**src/rtl/serial_nibble_loader.sv**
```systemverilog
// Assembles WIDTH-bit words from a framed serial bit stream. Each completed word
// is presented on d_out together with a one-cycle load strobe.
module serial_nibble_loader #(
  parameter int WIDTH     = 4,
  parameter bit MSB_FIRST = 1'b1
) (
  input  logic             clk,
  input  logic             reset_n,
  input  logic             sin_valid,
  input  logic             sin_data,
  input  logic             sin_start,
  output logic [WIDTH-1:0] d_out,
  output logic             load,
  output logic             busy,
  output logic             frame_err,
  output logic [7:0]       word_cnt
);

  localparam int CW = $clog2(WIDTH + 1);

  localparam logic [0:0] IDLE  = 1'b0;
  localparam logic [0:0] SHIFT = 1'b1;

  logic [0:0]       state;
  logic [CW-1:0]    cnt;
  logic [WIDTH-1:0] shreg;
  logic [WIDTH-1:0] shifted;
  logic [WIDTH-1:0] seeded;

  // shifted: shreg with the current bit appended; seeded: a fresh word holding only
  // the current bit, placed so that WIDTH-1 further shifts move it to its final slot.
  always_comb begin
    shifted = shreg;
    seeded  = '0;
    if (MSB_FIRST) begin
      shifted = {shreg[WIDTH-2:0], sin_data};
      seeded  = {{(WIDTH-1){1'b0}}, sin_data};
    end else begin
      shifted = {sin_data, shreg[WIDTH-1:1]};
      seeded  = {sin_data, {(WIDTH-1){1'b0}}};
    end
  end

  always_ff @(posedge clk) begin
    if (!reset_n) begin
      state     <= IDLE;
      cnt       <= '0;
      shreg     <= '0;
      d_out     <= '0;
      load      <= 1'b0;
      frame_err <= 1'b0;
      word_cnt  <= 8'd0;
    end else begin
      load      <= 1'b0;
      frame_err <= 1'b0;
      case (state)
        IDLE: begin
          if (sin_valid && sin_start) begin
            shreg <= seeded;
            cnt   <= CW'(1);
            state <= SHIFT;
          end
        end
        SHIFT: begin
          if (sin_valid) begin
            if (sin_start) begin
              // A new start bit abandons the partial word and begins the next one.
              frame_err <= 1'b1;
              shreg     <= seeded;
              cnt       <= CW'(1);
            end else if (cnt == CW'(WIDTH - 1)) begin
              d_out    <= shifted;
              load     <= 1'b1;
              word_cnt <= word_cnt + 8'd1;
              shreg    <= shifted;
              cnt      <= '0;
              state    <= IDLE;
            end else begin
              shreg <= shifted;
              cnt   <= cnt + CW'(1);
            end
          end
        end
        default: state <= IDLE;
      endcase
    end
  end

  assign busy = (state == SHIFT);

endmodule

```
**config.mk**
```make
export PLATFORM = sky130hd
export DESIGN_NAME = serial_nibble_loader
export DESIGN_NICKNAME = d
export VERILOG_FILES = /design/src/rtl/serial_nibble_loader.sv
export SDC_FILE = /design/constraint.sdc
export NUM_CORES = 1
export LEC_CHECK = 0
export BUFFER_PORTS_ARGS = -buffer_cell sky130_fd_sc_hd__buf_2
export CAP_MARGIN = 20
export CORE_MARGIN = 2
export CORE_UTILIZATION = 35
export CTS_CLUSTER_DIAMETER = 100
export CTS_CLUSTER_SIZE = 24
export DETAILED_ROUTE_END_ITERATION = 6
export GPL_TIMING_DRIVEN = 1
export PLACE_DENSITY = 0.55
export SETUP_SLACK_MARGIN = 0.3
export SYNTH_ARGS = -nofsm -noshare
export SYNTH_HDL_FRONTEND = slang
export SYNTH_SLANG_ARGS = --single-unit
export TNS_END_PERCENT = 5
```
**constraint.sdc**
```tcl
create_clock -name clk -period 1.6 [get_ports clk]
set_clock_uncertainty 0.1 [all_clocks]
set_input_delay 0.08 -clock clk [delete_from_list [all_inputs] [get_ports clk]]
set_output_delay 0.08 -clock clk [all_outputs]
set_load 0.005 [all_outputs]
```
; Yosys cells after proc, flatten, opt, wreduce, memory -nomap -nowiden
; Cells that the tools add are included.
; Widths: inputs -> output; s select.
[word_totals]
regBits = 21
out_inout_bits = 15
input_bits = 5
[op_classes]
mux = 16
reduce_logical = 5
n_bitwise = 4
eq_ne = 3
add_sub_neg = 2
[op_table]
columns = operator, count
row1 = $mux 3, 7
row2 = $pmux 3 s2, 2
row3 = $add 8x1->8 const B, 1
row4 = $mux 1, 6
row5 = $ne 2x2->1 const B, 2
row6 = $not 1->1, 4
row7 = $reduce_and 4->1, 1
row8 = $reduce_or 4->1, 1
row9 = $add 3x1->3 const B, 1
row10 = $eq 3x2->1 const B, 1
row11 = $reduce_and 3->1, 1
row12 = $pmux 1 s2, 1
row13 = $reduce_and 2->1, 1
row14 = $logic_and 1x1->1, 1

; Logic depth before layout (Yosys ltp)
[depth]
depth_word = 5
mapped_depth = 5
mapped_depth_nobuf = 5

; Worst setup path after synthesis
; OpenSTA, ideal clock, no wires.
[synth_timing]
path_kind = register to register
startpoint = register cnt[0]
endpoint = register word_cnt[5]
setup_ps = 70
required_ps = 1430
stages_incl_launch_ff = 6
t_arrival_ps = 1586
path_buffers = 0
path_slack_ps = -156
path_cell_list = dfxtp_1 ha_1 nand2b_1 or4_4 or3_1 a21boi_1
[synth_between]
elab_chain_cells = 2
[synth_rtl]
columns = element, line
row1 = "start, declared", 25  ; logic [CW-1:0] cnt;
row2 = "start signal, assigned", 80  ; cnt <= cnt + CW'(1);
row3 = $eq 3x2->1, 71  ; end else if (cnt == CW'(WIDTH - 1)) begin
row4 = $reduce_and 4->1 (no line), --
row5 = "end signal, assigned", 74  ; word_cnt <= word_cnt + 8'd1;
row6 = "end, declared", 16  ; output logic [7:0] word_cnt
; Every way passes these cells.
; A chain may end at the register's enable or synchronous reset.

; Worst setup path after layout
[layout_timing]
startpoint = register cnt[1]
endpoint = register word_cnt[7]
; Same word-level chain as after synthesis.

==> results.md <==
- No sink is reached through more buffers than the 2 on the longest clock path.
- For this run, the register share of the synthesized area comes to 0.473.
- The layout has 246 filler cells.
- The final count of hold timing violations came to 0.
- For this run the aggregate overflow at the end of global routing stands at 0.
- Summing all multi-input logic gate instances after layout gives 524 µm².
- The antenna diode count is 0.
- The worst setup path is captured at a flip-flop.
- From synthesis to final layout, the design area changed by 37.9%.
- Summed over all instances, the cell type with the most area after synthesis is dfxtp_1.
- The met3 capacity usage during global routing is 0.0601.
- Power spread over the standard cell area amounts to 702 mW/mm².
- The detailed router finished its first iteration with 11 violations.
- Summed over all nets, the half-perimeter wirelength after detailed placement is approximately 1200 µm.
- The die is 54.4 µm wide.
- The worst slack at placement is -0.0189 ns.
- After clock tree synthesis, the clock-pin slew on the worst setup and hold paths is 0.12 ns.
- The worst stage delay on the critical path is 0.44 ns.
- Summed over all cells, the static leakage comes to 0.534 nW.
- met2 is the most crowded layer.
- The share of post-route cells with drive strength above 1 is 0.408.
- Setup repair after global routing could not meet its margin everywhere.
- The final period demand of the worst path is around 1.6 ns.
- The die covers 0.00296 mm².
- The highest-delay cell along the critical path is or4_4.
- The sum of routed wire length over all layers is ~1800 µm.
- The sequential cell area is 429 µm².
- After floorplanning, the core was divided into 18 placement rows.
- The global placement routability congestion is 0.699.
- The largest net degree at the start of global routing is 22.
- Setup violations remaining at the end of the flow were counted as 3.
- The critical setup path kind is flip-flop to flip-flop.
- The initial core utilization is 0.365.
- The first-pass iteration count of the detailed router is 4.
- Once placement finished, the instance area stood at 0.00111 mm².
- The upper clock frequency limit is 0.611 GHz.
- The most used flip-flop cell after synthesis is dfxtp_1.
- The run finished, with violations left.
- The clock power share is 0.303.
- The final reports fail on setup timing.
- At the worst endpoint, the arrival time is around 1.8 ns.
- In the global route stage, overall resource usage came out at 0.136.
- TritonCTS built the clock tree.
- The tool flagged a number of max-cap violations equal to 0.
- For this run, global-route usage on met2 was measured as 0.225.
- Ranked by instance count, the synthesized netlist is headed by dfxtp_1, nor2b_1, nand2_1.
- The CTS buffer count is 3.
- The design internal power is 0.660 mW.
- In this run the vertical extent of the chip is 54.4 µm.
- In the global route stage, met1 resource usage came out at 0.152.
- The number of enable-type register cells in the synthesized netlist is 0.
- The type of the tightest min-delay check is input pin to flip-flop.
- The detailed-route DRC error count is 0.
- The switching component of the power is 0.199 mW.
- The share of total power dissipated in sequential elements is 0.621.
- Yosys attributes the largest share of cell area to dfxtp_1, nor2b_1, mux2i_1, and2_1, nand2_1.
- Summing internal, switching and leakage power gives about 0.86 mW.
- The share of the clock period used by the worst path after layout is 1.02.
- The mapped netlist covers 888 µm².
- The proportion of netlist area held by the largest area contributor is 0.473.
- The synthesized area per cell is about 10 µm².
- The worst-case IR drop observed on VDD is 0.000651 V.
- STA puts the critical path data required time at 1.75 ns.
- Traced cell by cell, the critical path runs through ha_4, nand2b_4, or4_4, or3_4, a21boi_2.
- The final-layout worst hold slack is 0.0404 ns.
- After synthesis, the largest family of logic cells by area is simple AND/OR/NAND/NOR gates.
- For this run, the number of Yosys warnings is 0.
- The synthesized netlist net count is a little under 100.
- The initial antenna violation count is 0.
- The number of buffer and inverter stages on the critical path is 0.
- In the routed layout, each cell is associated on average with a via count of 4.66.
- The share of synthesized cell area in full adder, half adder and majority cells is 0.0282.
- The tightest slew margin relative to the limit is 0.808.
- The final net count is approximately 130.
- Buffers placed on the I/O ports in this run total 19.
- The synthesized-area fraction occupied by ao, oa, aoi and oai cells is 0.111.
- The synthesized design contains 21 register bits.
- The total number of vias is 722.
- The switching share of power is 0.232.
- The post-synthesis instance total is 91.
- Of the total synthesized cell area, the portion taken by XOR and XNOR cells is 0.0394.
- The worst-margin pin slew is 0.287 ns.
- The cell family contributing the most delay on the critical path is simple AND/OR/NAND/NOR gates.
- Of the total power, combinational logic draws 0.075.
- The clock latency on the worst-skew pair is 0.30 ns.
- The number of global-route vias before repair is 680.
- The global-route wire length before repair is 2830 µm.
- The max-slew violation total from the final report came to 0.
- Clock tree synthesis selected as its root buffer the cell clkbuf_4.
- After routing, the total negative slack on setup checks comes to -0.0660 ns.
- The number of different library cells used by synthesis comes to 27.
- Of the post-synthesis cell area, the part taken by muxes is 0.0676.
- The largest fanout of any net on the critical path is 6.
- The post-synthesis share of cell area spent on and, or, nand and nor gates is 0.268.
- The number of nets with antenna violations after detailed routing is 0.
- After routing the design area is between 0.001 and 0.0015 mm².
- After floorplanning, the core was sized to cover 0.00243 mm².
- The most frequently used cell type in the post-synthesis netlist is dfxtp_1.
- The minimum setup slack in the final design is -0.0375 ns.
- The worst setup path is launched from a flip-flop.
- Clock tree synthesis found a total of 21 sinks.
- During I/O placement, the number of pins put on the boundary was 20.
- The routed wirelength normalized by instance count is roughly 11 µm.
- After synthesis, the share of flip-flops with an asynchronous set or reset is 0.
- The number of levels the H-tree was split into is 1.
[timing repair]
item | CTS | global route
cloned | 0 | 0
endpoints found under the setup margin | 13 | 17
hold buffers | 2 | 0
gates resized for setup | 7 | 9
pin swaps | 6 | 9
endpoints found under the hold margin | 4 | 0
setup buffers | 1 | 0
[final timing paths]
path              startpoint           to  slack, ns  cells after the start
hold reg to reg     d_out[0]     d_out[0]       0.42                      2
hold / removal       reset_n       cnt[2]       0.04                      3
setup reg to reg      cnt[1]  word_cnt[7]      -0.04                      5
setup / recovery      cnt[1]  word_cnt[7]      -0.04                      5
[flip-flops by register name, summed over array words and instances (netlist names)]
signal     count
word_cnt       8
d_out          4
cnt            3
shreg          3
busy           1
frame_err      1
load           1
[routing by layer]
layer  up-vias  wire [µm]
li1        384          -
met1       318        792
met2        16        862
met3         4         87
met4         0         37
met5         -          0
[cells in the final DEF, fill, tap and decap left out, types with 2 or more instances in the layout]
master and instances:
a22oi_1 2, nor2_1 2, dfxtp_2 4, a21boi_1 3
dlygate4sd3_1 2, dfxtp_1 16, clkbuf_4 3, buf_2 19
buf_4 10, nor2b_1 10, mux2i_1 6, and2_1 5
o21ai_0 4, xor2_1 3, or3_1 2, nand2_1 8
[metrics by stage]
stage,instances,utilization
after detailed placement,148,0.458
after CTS,155,0.489
after global placement,148,0.458
final,155,0.504
after global routing,155,0.504
after floorplan,91,-
[power groups by stage]
| stage | logic [mW] | registers [mW] | clock network, mW |
|---|---|---|---|
| 2_1_floorplan | 0.0267 | 0.547 | 0 |
| 3_3_place_gp | 0.0528 | 0.546 | 0 |
| 3_5_place_dp | 0.0538 | 0.546 | 0 |
| 4_1_cts | 0.0626 | 0.534 | 0.276 |
| 5_1_grt | 0.0722 | 0.535 | 0.294 |
| 6_report | 0.0647 | 0.534 | 0.261 |
[layout make-up]
type,count,share of cell area
Multi-Input combinational cell,67,0.428
Sequential cell,21,0.350
Clock buffer,3,0.0184
Inverter,1,0.00306
Clock inverter,1,0.00511
Tap cell,30,0.0306
Timing Repair Buffer,32,0.164
[kinds of logic after synthesis]
logic type      count (synthesis)
compound gates                 15
buf+inv                         3
fa+ha+maj                       2
xor+xnor                        4
flops                          21
mux                             6
simple gates                   40
[worst reg2reg max path: stages (launching register included)]
cell      delay, ns
dfxtp_2        0.37
ha_4           0.15
nand2b_4       0.05
or4_4          0.44
or3_4          0.35
a21boi_2       0.12
No activity file was read; power rests on OpenSTA's default activity.
